===== src/rtl/req_ack_mux_cdc.sv =====
// Round-robin mux of CH_NUM asynchronous 4-phase req/ack channels onto a single downstream req/ack pair.
// Optional downstream timeout is enabled by defining REQ_ACK_MUX_TIMEOUT_EN.
module req_ack_mux_cdc #(
    parameter int CH_NUM        = 4,
    parameter int SYNC_STAGES   = 2,
    parameter int TIMEOUT_WIDTH = 8,
    localparam int CW           = (CH_NUM > 2) ? $clog2(CH_NUM) : 1
) (
    input  logic              clk1,
    input  logic              rst_1,
    input  logic [CH_NUM-1:0] req_i,
    output logic [CH_NUM-1:0] ack_o,
    output logic              req_o,
    output logic [CW-1:0]     ch_id_o,
    input  logic              ack_i,
    output logic              pre_req_o,
    output logic              timeout_o
);

    if (CH_NUM < 2 || CH_NUM > 16) begin : g_bad_ch_num
        $error("CH_NUM must be in 2..16");
    end
    if (SYNC_STAGES < 2) begin : g_bad_sync
        $error("SYNC_STAGES must be at least 2");
    end
    if (TIMEOUT_WIDTH < 1) begin : g_bad_tw
        $error("TIMEOUT_WIDTH must be at least 1");
    end

    typedef enum logic [1:0] {
        IDLE = 2'd0,
        ARB  = 2'd1,
        REQ  = 2'd2,
        DONE = 2'd3
    } state_t;

    logic [SYNC_STAGES-1:0][CH_NUM-1:0] sync_q;
    logic [CH_NUM-1:0]                  req_s;
    logic [CH_NUM-1:0]                  pending;
    logic [CH_NUM-1:0]                  ack_q;
    logic                               req_q;
    logic                               pre_req_q;
    logic [CW-1:0]                      ch_id_q;
    logic [CW-1:0]                      last_grant_q;
    logic [CW-1:0]                      win_id;
    int                                 idx;
    state_t                             state_q;

    // Only this chain touches req_i; everything else works on req_s.
    always_ff @(posedge clk1 or posedge rst_1) begin
        if (rst_1) begin
            sync_q <= '0;
        end else begin
            sync_q <= {sync_q[SYNC_STAGES-2:0], req_i};
        end
    end

    assign req_s   = sync_q[SYNC_STAGES-1];
    assign pending = req_s & ~ack_q;

    // Scan from farthest to nearest so the nearest pending index after last_grant wins.
    always_comb begin
        win_id = '0;
        idx    = 0;
        for (int k = CH_NUM; k >= 1; k--) begin
            idx = int'(last_grant_q) + k;
            if (idx >= CH_NUM) begin
                idx = idx - CH_NUM;
            end
            if (pending[idx]) begin
                win_id = CW'(idx);
            end
        end
    end

`ifdef REQ_ACK_MUX_TIMEOUT_EN
    logic [TIMEOUT_WIDTH-1:0] cnt_q;
    logic [TIMEOUT_WIDTH-1:0] cnt_d;
    logic                     timeout_q;

    assign cnt_d     = cnt_q + 1'b1;
    assign timeout_o = timeout_q;
`else
    assign timeout_o = 1'b0;
`endif

    always_ff @(posedge clk1 or posedge rst_1) begin
        if (rst_1) begin
            state_q      <= IDLE;
            ack_q        <= '0;
            req_q        <= 1'b0;
            pre_req_q    <= 1'b0;
            ch_id_q      <= '0;
            last_grant_q <= CW'(CH_NUM - 1);
`ifdef REQ_ACK_MUX_TIMEOUT_EN
            cnt_q        <= '0;
            timeout_q    <= 1'b0;
`endif
        end else begin
            pre_req_q <= 1'b0;
`ifdef REQ_ACK_MUX_TIMEOUT_EN
            timeout_q <= 1'b0;
`endif
            // Acks follow the synchronised request down regardless of FSM state.
            for (int i = 0; i < CH_NUM; i++) begin
                if (!req_s[i]) begin
                    ack_q[i] <= 1'b0;
                end
            end

            case (state_q)
                IDLE: begin
                    if (|pending) begin
                        state_q      <= ARB;
                        ch_id_q      <= win_id;
                        last_grant_q <= win_id;
                        pre_req_q    <= 1'b1;
                    end
                end
                ARB: begin
                    state_q <= REQ;
                    req_q   <= 1'b1;
`ifdef REQ_ACK_MUX_TIMEOUT_EN
                    cnt_q   <= '0;
`endif
                end
                REQ: begin
                    if (ack_i) begin
                        state_q <= DONE;
                        req_q   <= 1'b0;
                        if (req_s[ch_id_q]) begin
                            ack_q[ch_id_q] <= 1'b1;
                        end
                    end
`ifdef REQ_ACK_MUX_TIMEOUT_EN
                    else if (&cnt_d) begin
                        state_q   <= DONE;
                        req_q     <= 1'b0;
                        timeout_q <= 1'b1;
                        cnt_q     <= cnt_d;
                        if (req_s[ch_id_q]) begin
                            ack_q[ch_id_q] <= 1'b1;
                        end
                    end else begin
                        cnt_q <= cnt_d;
                    end
`endif
                end
                DONE: begin
                    if (!ack_i) begin
                        state_q <= IDLE;
                    end
                end
                default: state_q <= IDLE;
            endcase
        end
    end

    assign ack_o     = ack_q;
    assign req_o     = req_q;
    assign pre_req_o = pre_req_q;
    assign ch_id_o   = ch_id_q;

endmodule


===== config.mk =====
export PLATFORM = sky130hd
export DESIGN_NAME = req_ack_mux_cdc
export DESIGN_NICKNAME = d
export VERILOG_FILES = /design/src/rtl/req_ack_mux_cdc.sv
export SDC_FILE = /design/constraint.sdc
export NUM_CORES = 1
export LEC_CHECK = 0
export ABC_AREA = 1
export BUFFER_PORTS_ARGS = -buffer_cell sky130_fd_sc_hd__buf_2
export CORE_MARGIN = 2
export CORE_UTILIZATION = 49
export DETAILED_ROUTE_END_ITERATION = 16
export GPL_TIMING_DRIVEN = 0
export PLACE_DENSITY = 0.81
export SLEW_MARGIN = 15
export SYNTH_ARGS = -nofsm -noshare
export SYNTH_HDL_FRONTEND = slang
export SYNTH_SLANG_ARGS = --single-unit

===== constraint.sdc =====
create_clock -name clk1 -period 1.4 [get_ports clk1]
set_clock_uncertainty 0.05 [all_clocks]
set_input_delay 0.21 -clock clk1 [delete_from_list [all_inputs] [get_ports clk1]]
set_output_delay 0.21 -clock clk1 [all_outputs]
set_load 0.05 [all_outputs]

==> flow_summary.yaml <==
outcome:
  outcome: "finished with violations"
  violations: "negative setup slack"
floorplan:
  floorplan.die.height_um: 49.48
  io_pins: 16
  initial_utilization_pct: 51.66
  die_w_um: 49.48
  dieArea_um2: 2448
  num_rows: 16
  core-area_um2: 1962
logic_synthesis:
  ys_seq_elements: 20
  synth_simple_gate_area_share_pct: 24.07
  avgSynthCellArea_um2: 8.173
  syn_inst: 124
  synth_mux_area_share_pct: 0
  synthDistinctLibCells: 21
  synthesis.area_um2: 1013
  synthAdderAreaFrac_pct: 6.173
  synth-xor-area-share_pct: 1.728
  synth_top_family_by_area: "simple AND/OR/NAND/NOR gates"
  synth_compound_area_share_pct: 8.642
  yosysWarningCount: 0
  ys_seq_area_share_pct: 49.63
  synth_nets: 136
grt:
  grt_pass1_vias: 925
  antenna_found_initial: 0
  grt_pass1_wl_um: 3670
  grt_usage_pct: 20.33
  grt_max_degree: 21
  overflow: 0
timing:
  hold_viol_final: 0
  slew_headroom_pct: 49.79
  fin_crit_ns: 1.517
  hold_ws_ns: 0.2003
  fin_ws_ns: -0.1171
  min_period_over_period_pct: 108.4
  setup_viol_count_final: 4
  fmax_ghz: 0.6591
  tns_ns: -0.3674
  worst_slew_pin_slew_ns: 0.7523
  rsz0062_at_grt: "true"
  report.final.slew_viol_count: 0
critical_path:
  reg2reg_from: "last_grant_q[0]"
  reg2reg_depth: 11
  path_class: "reg -> reg"
  startpoint_type: "register"
  cp-endpoint: "last_grant_q[0]"
  worst_r2r_endpoint: "last_grant_q[0]"
  r2r_slack_ns: -0.12
  critPathRequiredTime_ns: 1.59
  crit_fanout: 8
  crit_path_end_kind: "register"
  critPathArrivalTime_ns: 1.71
  crit_start: "last_grant_q[0]"
drt:
  wire_per_inst_um: 14.16
  drt_iter0_markers: 57
  vias: 1006
  drt_pre_antenna_iters: 4
  drt-total-wl_um: 2591
  drtAntennaViolNets: 0
  drc_errors: 0
  routed_via_density: 5.497
cts:
  cts-root-buf: "clkbuf_4"
  cts_max_path_buffers: 2
  clk_pin_slew_ns: 0.11
  numCtsBuffers: 3
  clock-sinks: 20
  cts_tree: "built"
  htreeDepth: 1
  worstSkewPairLatency_ns: 0.30
final_layout:
  layout_common_cells: "25 x nand2_1, 15 x buf_2, 11 x nand2_2, 11 x inv_1, 11 x dfrtp_1"
  area_growth_pct: 39.51
  drive_gt1_share_pct: 46.79
  fillers: 147
  insertedDiodeCount: 0
  fin_nets: 169
  fin_util_pct: 72.07
  layout_commonest_cell: "nand2_1"
power:
  p_int_mw: 1.639
  net-switching-power_mw: 1.612
  clkPwrFrac_pct: 8.8
  swShare_pct: 49.58
  leakage_nw: 0.7140
  peakVddDrop_mv: 1.158
  combPwrFrac_pct: 64.0
  sequentialPowerShare_pct: 27.3
  p_per_area_nw_per_um2: 2299
placed_design:
  detailedPlace.worstSlack_ns: -0.07447
  place.gp.congestion: 0.9060
  port-buffer-count: 14
  dp_hpwl_um: 1478
hold_path:
  hp-class: "in -> reg"
job:
  cap_violations: 0
-- synth_stat cells --
master / instances / area, µm²
nand4_1: 4 / 25.02
nand3_1: 11 / 55.05
buf_6: 1 / 11.26
dfrtp_1: 18 / 450.4
a21oi_1: 3 / 15.01
conb_1: 1 / 3.750
dfstp_2: 2 / 52.55
nor3_1: 2 / 10.01
ha_1: 5 / 62.56
o21ai_1: 4 / 20.02
xnor2_1: 1 / 8.760
nand2_1: 36 / 135.1
inv_1: 19 / 71.32
xor2_1: 1 / 8.760
buf_4: 1 / 7.510
o21ai_0: 6 / 30.03
o211ai_1: 1 / 7.510
buf_2: 1 / 5.000
a22o_1: 1 / 8.760
nor2_1: 5 / 18.77
a31oi_1: 1 / 6.260
-- worst min path at each step --
stage          cells past startpoint  startpoint  slack (ns)         to
2_1_floorplan                      1       rst_1        0.12  pre_req_o
3_3_place_gp                       1    req_i[0]        0.27  sync_q[0]
3_5_place_dp                       1    req_i[0]        0.27  sync_q[0]
4_1_cts                            3       ack_i        0.19      req_o
5_1_grt                            3       ack_i        0.18      req_o
6_report                           3       ack_i        0.20      req_o
-- cell families after synthesis --
group                      Yosys count
AOI/OAI and AO/OA                   16
DFF                                 20
buffers and inverters               22
and+or+nand+nor                     58
adders and majority gates            5
xor gates and xnor gates             2
other                                1
-- final cells by class --
cell class / instances / area, µm² / area share, %
buffer: 3 / 32.53 / 2.301
clock buffer: 4 / 26.28 / 1.858
inverter: 19 / 71.32 / 5.044
multi-input combinational: 82 / 546.8 / 38.67
sequential: 20 / 511.7 / 36.19
tap: 27 / 33.78 / 2.389
timing repair buffer: 28 / 191.4 / 13.54
-- state kept, by name, indices dropped and copies added, names as in the netlist --
signal and cells:
ack_o 4, state_q 2, sync_q 4, last_grant_q 2
req_s 4, pre_req_o 1, ch_id_o 2, req_o 1
-- per-stage QoR --
stage	cells	instance area [µm²]	total power, mW
global route	183	1414	3.442
CTS	179	1254	2.730
detailed placement	165	1125	2.296
global placement	165	1125	2.215
floorplan	124	1021	1.997
finish	183	1414	3.250
-- power by group through the flow --
stage / Combinational [mW] / Clock (mW) / Sequential, mW
final: 2.08 / 0.285 / 0.886
after global routing: 2.22 / 0.324 / 0.901
after floorplan: 0.858 / 0 / 1.14
after CTS: 1.58 / 0.282 / 0.868
after detailed placement: 1.41 / 0 / 0.886
after global placement: 1.34 / 0 / 0.875
-- layer usage --
layer | GRT usage, % | wire [µm]
met1 | 21.69 | 995
met2 | 36.49 | 1323
met3 | 3.636 | 137
met4 | 13.43 | 133
met5 | 0 | 0
-- timing repair --
action,CTS,global route
setup endpoints to repair,6,8
endpoints found under the hold margin,18,0
hold buffers,5,0
resized for setup,6,41
cloned,0,0
setup buffers,5,5
pin swaps,8,13
-- worst max-delay path, cell delays in order, from the launching register on --
cell	delay, ns
dfstp_2	0.58
buf_12	0.15
nand3_4	0.09
nand2_2	0.10
nand2_1	0.07
nand2_1	0.09
inv_2	0.05
o21ai_2	0.05
nand2_1	0.06
nand2_1	0.05
nand2_1	0.06
nand2_1	0.08
(Power assumes the default switching activity.)
